### config.mk
export PLATFORM = sky130hd
export DESIGN_NAME = mem_port_arbiter
export DESIGN_NICKNAME = d
export VERILOG_FILES = /design/src/rtl/mem_port_arbiter.sv
export SDC_FILE = /design/constraint.sdc
export NUM_CORES = 1
export LEC_CHECK = 0
export CORE_ASPECT_RATIO = 1.4
export CORE_MARGIN = 2
export CORE_UTILIZATION = 40
export CTS_CLUSTER_DIAMETER = 60
export DETAILED_ROUTE_END_ITERATION = 10
export PLACE_DENSITY = 0.77
export SYNTH_ARGS = -nofsm -noshare
export SYNTH_HDL_FRONTEND = slang
export SYNTH_SLANG_ARGS = --single-unit
### constraint.sdc
create_clock -name clk -period 4.55 [get_ports clk]
set_input_delay 0.91 -clock clk [delete_from_list [all_inputs] [get_ports clk]]
set_output_delay 0.91 -clock clk [all_outputs]
set_load 0.01 [all_outputs]
### src/rtl/mem_port_arbiter.sv
// Arbitrates the single-port block RAM between instruction fetch and load/store,
// hiding the registered read latency behind a req/done handshake.
module mem_port_arbiter #(
  parameter int unsigned ADDR_W     = 10,
  parameter int unsigned DATA_W     = 32,
  parameter int unsigned READ_LAT   = 1,
  parameter int unsigned MAX_STREAK = 4
) (
  input  logic              clk,
  input  logic              rst,
  input  logic              if_req,
  input  logic [ADDR_W-1:0] if_addr,
  output logic              if_done,
  output logic [DATA_W-1:0] if_rdata,
  input  logic              d_req,
  input  logic              d_we,
  input  logic [ADDR_W-1:0] d_addr,
  input  logic [DATA_W-1:0] d_wdata,
  output logic              d_done,
  output logic [DATA_W-1:0] d_rdata,
  output logic              mem_en,
  output logic              mem_we,
  output logic [ADDR_W-1:0] mem_addr,
  output logic [DATA_W-1:0] mem_din,
  input  logic [DATA_W-1:0] mem_dout,
  output logic              busy,
  output logic              owner
);

  localparam int unsigned STREAK_W = 4;
  localparam int unsigned CNT_W    = 2;

  typedef enum logic [1:0] {
    IDLE   = 2'd0,
    ACCESS = 2'd1,
    WAIT   = 2'd2,
    DONE   = 2'd3
  } state_t;

  state_t              state, state_nxt;
  logic [STREAK_W-1:0] streak, streak_nxt;
  logic [CNT_W-1:0]    cnt, cnt_nxt;
  logic                txn_we, txn_we_nxt;
  logic                owner_nxt;
  logic                busy_nxt;
  logic                if_done_nxt, d_done_nxt;
  logic [DATA_W-1:0]   if_rdata_nxt, d_rdata_nxt;
  logic                mem_en_nxt, mem_we_nxt;
  logic [ADDR_W-1:0]   mem_addr_nxt;
  logic [DATA_W-1:0]   mem_din_nxt;
  logic                grant_d_c;

  // D wins contention unless the streak limit forces a fetch through
  assign grant_d_c = d_req && (!if_req || (streak != STREAK_W'(MAX_STREAK)));

  // State and registered-output update
  always_ff @(posedge clk) begin
    if (rst) begin
      state    <= IDLE;
      streak   <= '0;
      cnt      <= '0;
      txn_we   <= 1'b0;
      owner    <= 1'b0;
      busy     <= 1'b0;
      if_done  <= 1'b0;
      d_done   <= 1'b0;
      if_rdata <= '0;
      d_rdata  <= '0;
      mem_en   <= 1'b0;
      mem_we   <= 1'b0;
      mem_addr <= '0;
      mem_din  <= '0;
    end else begin
      state    <= state_nxt;
      streak   <= streak_nxt;
      cnt      <= cnt_nxt;
      txn_we   <= txn_we_nxt;
      owner    <= owner_nxt;
      busy     <= busy_nxt;
      if_done  <= if_done_nxt;
      d_done   <= d_done_nxt;
      if_rdata <= if_rdata_nxt;
      d_rdata  <= d_rdata_nxt;
      mem_en   <= mem_en_nxt;
      mem_we   <= mem_we_nxt;
      mem_addr <= mem_addr_nxt;
      mem_din  <= mem_din_nxt;
    end
  end

  // Next-state, arbitration and output logic
  always_comb begin
    state_nxt    = state;
    streak_nxt   = streak;
    cnt_nxt      = cnt;
    txn_we_nxt   = txn_we;
    owner_nxt    = owner;
    if_done_nxt  = 1'b0;
    d_done_nxt   = 1'b0;
    if_rdata_nxt = if_rdata;
    d_rdata_nxt  = d_rdata;
    mem_en_nxt   = 1'b0;
    mem_we_nxt   = 1'b0;
    mem_addr_nxt = mem_addr;
    mem_din_nxt  = mem_din;

    case (state)
      IDLE: begin
        if (if_req || d_req) begin
          state_nxt  = ACCESS;
          mem_en_nxt = 1'b1;
          if (grant_d_c) begin
            owner_nxt    = 1'b1;
            txn_we_nxt   = d_we;
            mem_we_nxt   = d_we;
            mem_addr_nxt = d_addr;
            mem_din_nxt  = d_wdata;
            // A grant made here is always below the limit, so no saturation is needed
            streak_nxt   = if_req ? (streak + STREAK_W'(1)) : '0;
          end else begin
            owner_nxt    = 1'b0;
            txn_we_nxt   = 1'b0;
            mem_we_nxt   = 1'b0;
            mem_addr_nxt = if_addr;
            mem_din_nxt  = '0;
            streak_nxt   = '0;
          end
        end
      end

      ACCESS: begin
        if (txn_we) begin
          state_nxt  = DONE;
          d_done_nxt = 1'b1;
        end else begin
          state_nxt = WAIT;
          cnt_nxt   = CNT_W'(READ_LAT - 1);
        end
      end

      WAIT: begin
        if (cnt == '0) begin
          state_nxt = DONE;
          if (owner) begin
            d_rdata_nxt = mem_dout;
            d_done_nxt  = 1'b1;
          end else begin
            if_rdata_nxt = mem_dout;
            if_done_nxt  = 1'b1;
          end
        end else begin
          cnt_nxt = cnt - CNT_W'(1);
        end
      end

      DONE: begin
        state_nxt = IDLE;
      end

      default: begin
        state_nxt = IDLE;
      end
    endcase

    busy_nxt = (state_nxt != IDLE);
  end

endmodule

### Yosys cells after proc, flatten, opt, wreduce, memory -nomap -nowiden

Cells that the tools add are included.

| operators by class | value |
|---|---|
| $add $sub $neg | 2 |
| multipliers | 0 |
| div/mod/pow operators | 0 |
| order comparisons | 0 |
| eq/ne operators | 6 |
| shifts and indexed selects | 0 |
| multiplexer cells | 19 |
| bitwise operators | 5 |
| reductions and logical operators | 15 |

Operator list:

| operator | count |
|---|---|
| two-way mux 32 bit | 1 |
| two-way mux 10 bit | 1 |
| AND reduction 3 bit | 3 |
| two-way mux 1 bit | 8 |
| two-way mux 2 bit | 4 |
| two-way mux 4 bit | 2 |
| one-hot mux 2 bit (4 select lines) | 1 |
| OR reduction 3 bit | 2 |
| inverter 1 bit | 5 |
| adder 4 x 1 -> 4 bit (second input constant) | 1 |
| equality test 2 bit (second input constant) | 2 |
| zero test 2 bit | 2 |
| inequality test 2 bit (second input constant) | 2 |
| inequality test 4 x 3 -> 1 bit (second input constant) | 1 |
| one-hot mux 2 bit (2 select lines) | 1 |
| nonzero test 2 bit | 2 |
| equality test 2 x 1 -> 1 bit (second input constant) | 1 |
| logical OR 1 bit | 2 |
| one-hot mux 1 bit (2 select lines) | 1 |
| AND reduction 2 bit | 1 |
| OR reduction 2 bit | 1 |
| subtractor 2 x 1 -> 2 bit (second input constant) | 1 |
| logical AND 1 bit | 1 |
| zero test 1 bit | 1 |

| word-level totals | value |
|---|---|
| flip-flop bits (word level) | 121 |
| bits in latches | 0 |
| RAM bits | 0 |
| ROM bits | 0 |
| bits of input ports | 89 |
| word-level logic and storage cells | 61 |
| memories | 0 |

### Longest topological paths before layout

Gate-level depths: netlist (run 1).

| logic depth | value |
|---|---|
| depth after elaboration | 4 |
| gate-level depth with buffers | 8 |

### Least setup slack after synthesis (run 1)

No wires, ideal clock.

| timing | value |
|---|---|
| kind | input-to-reg |
| from | input port if_req |
| to | register mem_addr[8] |
| library setup time | 0.134 ns |
| arrival | 1.746 ns |
| required time | 4.416 ns |
| setup slack | 2.670 ns |
| cell stages on the path | 6 |
| cells stage by stage | buf_4 -> nand4b_1 -> buf_4 -> buf_4 -> a211oi_1 -> nor4_1 |

| on the way | value |
|---|---|
| cells in the longest elaborated chain, start to end | 4 |

RTL lines:

| what | line | text |
|---|---|---|
| start: declaration | 11 | `input logic if_req,` |
| zero test 1 bit | 54 | `assign grant_d_c = d_req && (!if_req \|\| (streak != STREAK_W'(MAX_STREAK)));` |
| logical OR 1 bit | 54 |  |
| logical AND 1 bit | 54 |  |
| two-way mux 10 bit | 112 | `if (grant_d_c) begin` |
| end signal: assignment | 86 | `mem_addr <= mem_addr_nxt;` |
| end: declaration | 23 | `output logic [ADDR_W-1:0] mem_addr,` |

Several ways; a longest one is shown, not always the timed one.
A chain may end at the register's enable or synchronous reset.

### Worst setup path after layout (run 1)

| timing | value |
|---|---|
| from | input port d_req |
| to | register streak[3] |

| on the way | value |
|---|---|
| cells in the longest elaborated chain, start to end | 2 |

RTL lines:

| what | line | text |
|---|---|---|
| start: declaration | 15 | `input logic d_req,` |
| logical AND 1 bit / logical OR 1 bit (equally long branches) | 54, 109 |  |
| two-way mux 4 bit / AND reduction 2 bit (equally long branches) | - |  |
| end signal: assignment | 75 | `streak <= streak_nxt;` |
| end: declaration | 41 | `logic [STREAK_W-1:0] streak, streak_nxt;` |

Several ways; a longest one is shown, not always the timed one.

==> flow_summary.yaml, run 1 <==
layout:
  syn2layout_area_growth_pct: 56.9
  fin_util_pct: 63.5
  final_cell_mix: "199 x clkdlybuf4s50_1, 135 x nand2_1, 121 x dfxtp_1"
  final_net_count: 804
  drive_gt1_share_pct: 5.41
  final_common_cell: "clkdlybuf4s50_1"
  fill_cells: 961
  antenna_cells: 0
synth:
  synth.distinct_cells: 30
  seq_area_frac_synth_pct: 53.3
  ys_seq_elements: 121
  syn-num-nets: 626
  synth_warnings: 0
  synth_cells: 530
  postSynthAreaPerCell_um2: 8.57
  synth_area_um2: 4540
timing:
  maxSlewViolCount: 0
  rsz0062_at_grt: "no"
  hold_viol: 0
  clock.fmax_ghz: 0.352
  finalCritPeriodShare_pct: 62.4
  tightest_slew_ns: 0.926
  layout_setup_ws_ns: 1.71
  fin_crit_ns: 2.84
  finClkSkew_ns: 0.00712
  finalSetupTns_ns: 0
  slew_headroom_pct: 38.1
  setup_violations: 0
global_routing:
  first_global_vias: 4303
  grt_max_degree: 83
  grtUsageTotal_pct: 20.9
  overflow: 0
  antenna_found_initial: 0
  grt_first_pass_wirelength_um: 20500
pwr:
  comb_power_share_pct: 29.3
  pwr-share-clk_pct: 34.5
  p_sw_mw: 1.11
  swShare_pct: 30.4
  power_density_nw_per_um2: 513
  intPower_mw: 2.55
  peakVddDrop_mv: 0.326
  seqPwrFrac_pct: 36.2
  p_leak_nw: 2.51
worst_hold_path:
  min_from: "d_rdata[6]$_SDFFE_PP0P_"
  min_to: "d_rdata[6]$_SDFFE_PP0P_"
  min_path_cells: 2
  hold_path.class: "register to register"
die:
  die_w_um: 94.1
  die_h_um: 130
  initial_core_util_pct: 40.5
  design.core.area_um2: 11200
  rows: 46
  io_pins: 201
  dieArea_um2: 12200
worst_setup_path:
  path_buf_inv: 2
  cpPeakStageDelay_ns: 0.89
  arrival_ns: 3.16
  slowest_stage: "clkdlybuf4s50_1"
  reg2reg_from: "state[0]$_SDFF_PP0_"
  reg2regPathDepth: 6
  r2r_slack_ns: 2.55
  path_cells: "clkdlybuf4s50_1 > o21ai_4 > buf_4 > nand2_1 > a31oi_1"
  critPathTopFamily: "buffers and inverters"
  worstReg2RegEnd: "streak[1]$_SDFFE_PP0P_"
  cp-start-kind: "input port"
  critPathCaptureType: "register"
  critPathKind: "input port to register"
  crit_required_ns: 4.87
  worstPathMaxFanout: 31
detailed_routing:
  via_per_inst: 5.25
  drt_iter0_drc: 173
  num_vias: 4540
  dr.pass1.iters: 5
  detail-route-antenna-nets: 0
  drc: 0
  detail_route.wl_per_cell_um: 15.2
  routed_wl_um: 13100
placement:
  gp_congestion: 0.769
  hpwl_um: 8770
  port_buffers: 200
  place_ws_ns: 1.32
clocking:
  insertion_delay_ns: 0.40
  path_clk_slew_ns: 0.05
  ctsResizeCount: 0
  clk_path_buf_depth: 2
  postCtsSetupBuffers: 0
  root_buffer: "clkbuf_16"
  cts.sinks: 121
  cts_tree: "yes"
  cts_hold_buf: 0
  htree_num_levels: 4
  cts_inserted_buffers: 17
status:
  status: "complete, no violations"
flow_run:
  cap_viol_max_count: 0
-- final cells by class --
| cell class | instances | area (um2) | area share [%] |
|---|---|---|---|
| clock inverters | 12 | 128 | 1.79 |
| flip-flops and latches | 121 | 2420 | 34.0 |
| multi-input cells | 353 | 1880 | 26.3 |
| well taps | 144 | 180 | 2.53 |
| inverters | 7 | 26.3 | 0.369 |
| repair buffers | 208 | 2060 | 28.9 |
| clock buffers | 20 | 437 | 6.13 |
-- cell usage after synthesis --
cell / number / area share (%)
nand2_1: 135 / 11
dfxtp_1: 121 / 53
a21oi_1: 70 / 7.7
nor2_1: 46 / 3.8
a32oi_1: 32 / 6.2
clkbuf_1: 22 / 1.8
buf_2: 18 / 2.0
a211oi_1: 11 / 1.8
and4b_1: 10 / 2.2
nor4_1: 10 / 1.4
ha_1: 7 / 1.9
inv_1: 7 / 0.58
buf_4: 5 / 0.83
nand4_1: 5 / 0.69
buf_1: 4 / 0.33
nand3_1: 4 / 0.44
a31oi_1: 3 / 0.41
o21ai_1: 3 / 0.33
a22oi_1: 2 / 0.33
and3b_1: 2 / 0.39
nand3b_1: 2 / 0.33
nand4b_1: 2 / 0.39
or4b_1: 2 / 0.44
a22o_1: 1 / 0.19
and2_1: 1 / 0.14
and3_1: 1 / 0.14
and4_1: 1 / 0.19
o21a_1: 1 / 0.17
o21ai_2: 1 / 0.19
or3b_1: 1 / 0.19
-- worst max path at each step --
stage / slack [ns] / startpoint / cells after the start / to
after global routing: 1.48 / d_req / 5 / streak[0]$_SDFFE_PP0P_
after global placement: 1.41 / d_req / 5 / owner$_SDFFE_PP0P_
after detailed placement: 1.32 / d_req / 5 / streak[3]$_SDFFE_PP0P_
after floorplan: 2.67 / if_req / 6 / mem_addr[8]$_SDFFE_PP0P_
after CTS: 1.73 / d_req / 5 / streak[3]$_SDFFE_PP0P_
final: 1.71 / d_req / 5 / streak[3]$_SDFFE_PP0P_
-- flip-flops by register name, indices dropped and copies added, names as in the netlist --
name	flops
busy	1
if_rdata	32
state	2
streak	4
txn_we	1
d_rdata	32
mem_din	32
mem_en	1
if_done	1
mem_addr	10
mem_we	1
d_done	1
owner	1
cnt	2
-- cell families (layout without fill, tap and decap cells) --
| kind of cell | Yosys count | count (layout) | synth area share [%] |
|---|---|---|---|
| AND/OR/NAND/NOR | 222 | 222 | 21.9 |
| AO/OA/AOI/OAI | 124 | 124 | 17.3 |
| flip-flops | 121 | 121 | 53.3 |
| buffers and inverters | 56 | 247 | 5.54 |
| adder cells (fa/ha/maj) | 7 | 7 | 1.93 |
-- power by group through the flow --
stage | clock network (mW) | registers (mW) | logic [mW]
final | 1.26 | 1.32 | 1.07
after global routing | 1.35 | 1.34 | 1.17
after floorplan | 0 | 1.41 | 0.496
after global placement | 0 | 1.34 | 1.04
after CTS | 1.29 | 1.32 | 1.08
after detailed placement | 0 | 1.34 | 1.07
-- per-layer routing --
| metal | global-route usage [%] | part of all wire [%] |
|---|---|---|
| met1 | 23.6 | 41 |
| met2 | 36.3 | 50 |
| met3 | 6.81 | 8.0 |
| met4 | 8.10 | 1.8 |
| met5 | 0 | 0 |
-- metrics by stage --
step | total power, mW | cells | hold WS, ns | area, um2
floorplan | 1.90 | 530 | 0.455 | 4540
global placement | 2.38 | 833 | 0.441 | 6560
detailed placement | 2.41 | 833 | 0.448 | 6560
CTS | 3.69 | 865 | 0.455 | 7130
global route | 3.86 | 865 | 0.469 | 7130
finish | 3.66 | 865 | 0.453 | 7130
-- worst reg2reg max path, cell delays in order (launching register included) --
cell and delay [ns]:
dfxtp_1 0.33, inv_1 0.11, ha_1 0.52, and2_1 0.31
buf_4 0.35, nand4_1 0.14, a21oi_1 0.15
Note: power is estimated with default switching activity, not from simulation.
==> run 2, diff against run 1 <==
- clock period: 4.55 -> 2.8 ns (I/O delays scaled with it)
==> flow_summary.yaml, run 2 (synthesis results as in run 1) <==
die:
  dieArea_um2: 12200
  initial_core_util_pct: 40.5
  die_h_um: 130
  io_pins: 201
  die_w_um: 94.1
  rows: 46
  design.core.area_um2: 11200
pwr:
  pwr-share-clk_pct: 35.1
  intPower_mw: 4.18
  seqPwrFrac_pct: 35.7
  comb_power_share_pct: 29.2
  swShare_pct: 30.7
  power_density_nw_per_um2: 839
  p_sw_mw: 1.85
  peakVddDrop_mv: 0.429
  p_leak_nw: 2.54
flow_run:
  cap_viol_max_count: 0
worst_setup_path:
  arrival_ns: 2.34
  worstPathMaxFanout: 29
  critPathCaptureType: "register"
  critPathKind: "input port to register"
  cp-start-kind: "input port"
  crit_required_ns: 3.13
timing:
  layout_setup_ws_ns: 0.794
  rsz0062_at_grt: "no"
  finalCritPeriodShare_pct: 71.7
  maxSlewViolCount: 0
  finalSetupTns_ns: 0
  slew_headroom_pct: 59.3
  fin_crit_ns: 2.01
  hold_viol: 0
  tightest_slew_ns: 0.610
  clock.fmax_ghz: 0.498
  finClkSkew_ns: 0.00797
  setup_violations: 0
placement:
  port_buffers: 200
  gp_congestion: 0.756
  placed_area_um2: 6600
  place_ws_ns: 0.408
  hpwl_um: 8910
  dp.cells: 836
clocking:
  cts_tree: "yes"
  ctsResizeCount: 0
  cts_hold_buf: 0
  postCtsSetupBuffers: 0
  clk_path_buf_depth: 2
  root_buffer: "clkbuf_16"
  htree_num_levels: 4
  path_clk_slew_ns: 0.05
  cts_inserted_buffers: 17
  cts.sinks: 121
  insertion_delay_ns: 0.40
worst_hold_path:
  hold_path.class: "register to register"
global_routing:
  grtUsageTotal_pct: 21.8
  grt_first_pass_wirelength_um: 21200
  grt_max_degree: 66
  first_global_vias: 4473
  overflow: 0
  antenna_found_initial: 0
status:
  status: "complete, no violations"
layout:
  drive_gt1_share_pct: 6.22
  fin_area_um2: 7190
  syn2layout_area_growth_pct: 58.2
  final_net_count: 807
  final_cell_mix: "199 x clkdlybuf4s50_1, 135 x nand2_1, 121 x dfxtp_1"
  fin_cells: 868
  final_common_cell: "clkdlybuf4s50_1"
  antenna_cells: 0
  reg_top3: "d_rdata (32), if_rdata (32), mem_din (32)"
detailed_routing:
  drt_iter0_drc: 142
  dr.pass1.iters: 4
  routed_wl_um: 13300
  detail_route.wl_per_cell_um: 15.4
  detail-route-antenna-nets: 0
  num_vias: 4574
  via_per_inst: 5.27
  drc: 0
run 2: changes by cell type in the layout (fill, tap and decap cells not counted), sizes merged:
cell / change
buf: +3
clkbuf: -2
clkinv: -1
clkinvlp: +1
inv: +2
run 2: worst paths after layout:
path                            from  slack [ns]                       end  cells after the start
max                            d_req        0.79  mem_din[14]$_SDFFE_PP0P_                      5
max reg2reg      state[0]$_SDFF_PP0_        0.87  mem_din[14]$_SDFFE_PP0P_                      6
min reg2reg  d_rdata[1]$_SDFFE_PP0P_        0.45   d_rdata[1]$_SDFFE_PP0P_                      2
min          d_rdata[1]$_SDFFE_PP0P_        0.45   d_rdata[1]$_SDFFE_PP0P_                      2
run 2: area by class of cell:
type                            instances  area, um2
Clock buffer                           18        439
Clock inverter                         14        148
Timing Repair Buffer                  211       2090
Fill cell                             953       4040
Multi-Input combinational cell        353       1880
Inverter                                7       26.3
Sequential cell                       121       2420
Tap cell                              144        180
run 2: worst max-delay path, stage by stage:
cell and delay, ns:
clkdlybuf4s50_1 0.67, o21ai_4 0.47, buf_4 0.38, a32oi_1 0.11
nor2_1 0.12
run 2: metal layers:
| metal | global-route usage [%] | wire length, um |
|---|---|---|
| met3 | 7.79 | 1070 |
| met1 | 25.2 | 5420 |
| met5 | 0 | 0 |
| met4 | 8.70 | 205 |
| met2 | 36.6 | 6660 |
run 2: power by group through the flow:
stage / combinational [mW] / sequential [mW] / clock [mW]
global placement: 1.71 / 2.17 / 0
CTS: 1.77 / 2.15 / 2.15
global route: 1.93 / 2.18 / 2.24
finish: 1.76 / 2.15 / 2.11
detailed placement: 1.76 / 2.18 / 0
floorplan: 0.806 / 2.28 / 0
run 2: stage by stage:
| step | hold WS, ns | utilization (%) | power, mW |
|---|---|---|---|
| 2_1_floorplan | 0.455 | - | 3.09 |
| 3_3_place_gp | 0.440 | 58.8 | 3.88 |
| 3_5_place_dp | 0.447 | 58.8 | 3.94 |
| 4_1_cts | 0.454 | 64.0 | 6.08 |
| 5_1_grt | 0.469 | 64.0 | 6.35 |
| 6_report | 0.452 | 64.0 | 6.03 |
==> run 3, diff against run 2 <==
- CORE_UTILIZATION: 40 -> 38
- clock period: 2.8 -> 1.72 ns (I/O delays scaled with it)
==> flow_summary.yaml, run 3 (synthesis results as in run 1) <==
die:
  initial_core_util_pct: 38.6
  dieArea_um2: 12900
  rows: 47
  die_h_um: 133
  io_pins: 201
  design.core.area_um2: 11800
  die_w_um: 96.4
worst_setup_path:
  critPathTopFamily: "buffers and inverters"
  crit_required_ns: 1.38
  arrival_ns: 1.33
  reg2reg_from: "streak[0]$_SDFFE_PP0P_"
  critPathKind: "register to output pin"
  worstSetupStartpoint: "if_rdata[3]$_SDFFE_PP0P_"
  cpPeakStageDelay_ns: 0.59
  path_cells: "clkdlybuf4s50_1"
  worstPathMaxFanout: 2
  critPathCaptureType: "output pin"
  cp-start-kind: "register"
  path_buf_inv: 1
  slowest_stage: "clkdlybuf4s50_1"
flow_run:
  cap_viol_max_count: 0
layout:
  final_common_cell: "clkdlybuf4s50_1"
  regArea_um2: 2420
  final_net_count: 819
  final_cell_mix: "197 x clkdlybuf4s50_1, 135 x nand2_1, 121 x dfxtp_1"
  antenna_cells: 0
  fill_cells: 980
  multi_input_area_um2: 1880
  syn2layout_area_growth_pct: 64.5
  drive_gt1_share_pct: 8.02
  reg_top3: "d_rdata (32), if_rdata (32), mem_din (32)"
pwr:
  p_leak_nw: 2.71
  peakVddDrop_mv: 0.797
  power_density_nw_per_um2: 1400
  power_mw: 10.5
global_routing:
  first_global_vias: 4322
  grtUsageTotal_pct: 20.5
  grt_max_degree: 56
  grt_first_pass_wirelength_um: 20800
  overflow: 0
  antenna_found_initial: 0
clocking:
  root_buffer: "clkbuf_16"
  cts_hold_buf: 0
  path_clk_slew_ns: 0.06
  cts_tree: "yes"
  cts.sinks: 121
  insertion_delay_ns: 0.41
  cts_inserted_buffers: 17
  clk_path_buf_depth: 2
  htree_num_levels: 4
detailed_routing:
  via_per_inst: 5.18
  detail-route-antenna-nets: 0
  drt_iter0_drc: 140
  num_vias: 4570
  drc: 0
  dr.pass1.iters: 5
  detail_route.wl_per_cell_um: 15.7
  routed_wl_um: 13900
placement:
  port_buffers: 200
  gp_congestion: 0.761
  hpwl_um: 9070
timing:
  setup_violations: 0
  finalSetupTns_ns: 0
  tightest_slew_ns: 0.404
  clock.fmax_ghz: 0.597
  finClkSkew_ns: 0.00646
  holdWs_ns: 0.373
  maxSlewViolCount: 0
  rsz0062_at_grt: "no"
  hold_viol: 0
  slew_headroom_pct: 73.1
  finalCritPeriodShare_pct: 97.3
  fin_crit_ns: 1.67
worst_hold_path:
  min_from: "rst"
  hold_path.class: "input port to register"
status:
  status: "complete, no violations"
-- run 3: cell count changes in the layout (fill, tap and decap cells not counted), moves of 2 or more --
cell,previous run,this run
bufinv_16,2,5
buf_6,0,4
clkdlybuf4s50_1,199,197
clkbuf_16,17,19
clkinvlp_4,5,1
buf_12,1,6
clkinv_4,2,5
-- run 3: path summary, 6_finish.rpt --
path	endpoint	cells after the start	slack [ns]
max	if_rdata[3]	1	0.05
min reg2reg	if_rdata[24]$_SDFFE_PP0P_	2	0.45
max reg2reg	mem_din[29]$_SDFFE_PP0P_	8	0.09
min	if_rdata[6]$_SDFFE_PP0P_	2	0.37
-- run 3: cell type report --
cell class / instances / area share, %
clock buffer: 18 / 5.88
clock inverter: 14 / 2.95
inverter: 7 / 0.352
multi-input combinational: 353 / 25.2
sequential: 121 / 32.4
tap: 147 / 2.46
timing repair buffer: 223 / 30.8
-- run 3: power breakdown --
group	internal, mW	switching (mW)	leakage (nW)
registers	3.26	0.241	0.985
logic	1.51	1.53	1.40
clock network	2.62	1.30	0.320
-- run 3: repair_timing --
action                     in CTS  in global routing
gates resized for setup         1                  7
gates cloned                    0                  2
pin swaps                       0                  1
setup endpoints to repair       1                 68
buffers inserted                0                  2
-- run 3: layer usage --
layer	wire length [um]	share of wire, %	vias up	GRT usage (%)
met4	195	1.4	0	8.45
met3	1180	8.5	16	7.24
met5	0	0	-	0
li1	-	-	2228	-
met1	5720	41	2142	24.3
met2	6790	49	184	33.4
-- run 3: through the flow --
| step | setup WS (ns) | instance area, um2 | util [%] | std cells |
|---|---|---|---|---|
| finish | 0.0457 | 7470 | 63.5 | 883 |
| global route | 0.00219 | 7470 | 63.5 | 883 |
| CTS | 0.0246 | 7380 | 62.8 | 879 |
| detailed placement | -0.218 | 6730 | 57.2 | 847 |
| global placement | -0.141 | 6730 | 57.2 | 847 |
| floorplan | 0.237 | 4540 | - | 530 |
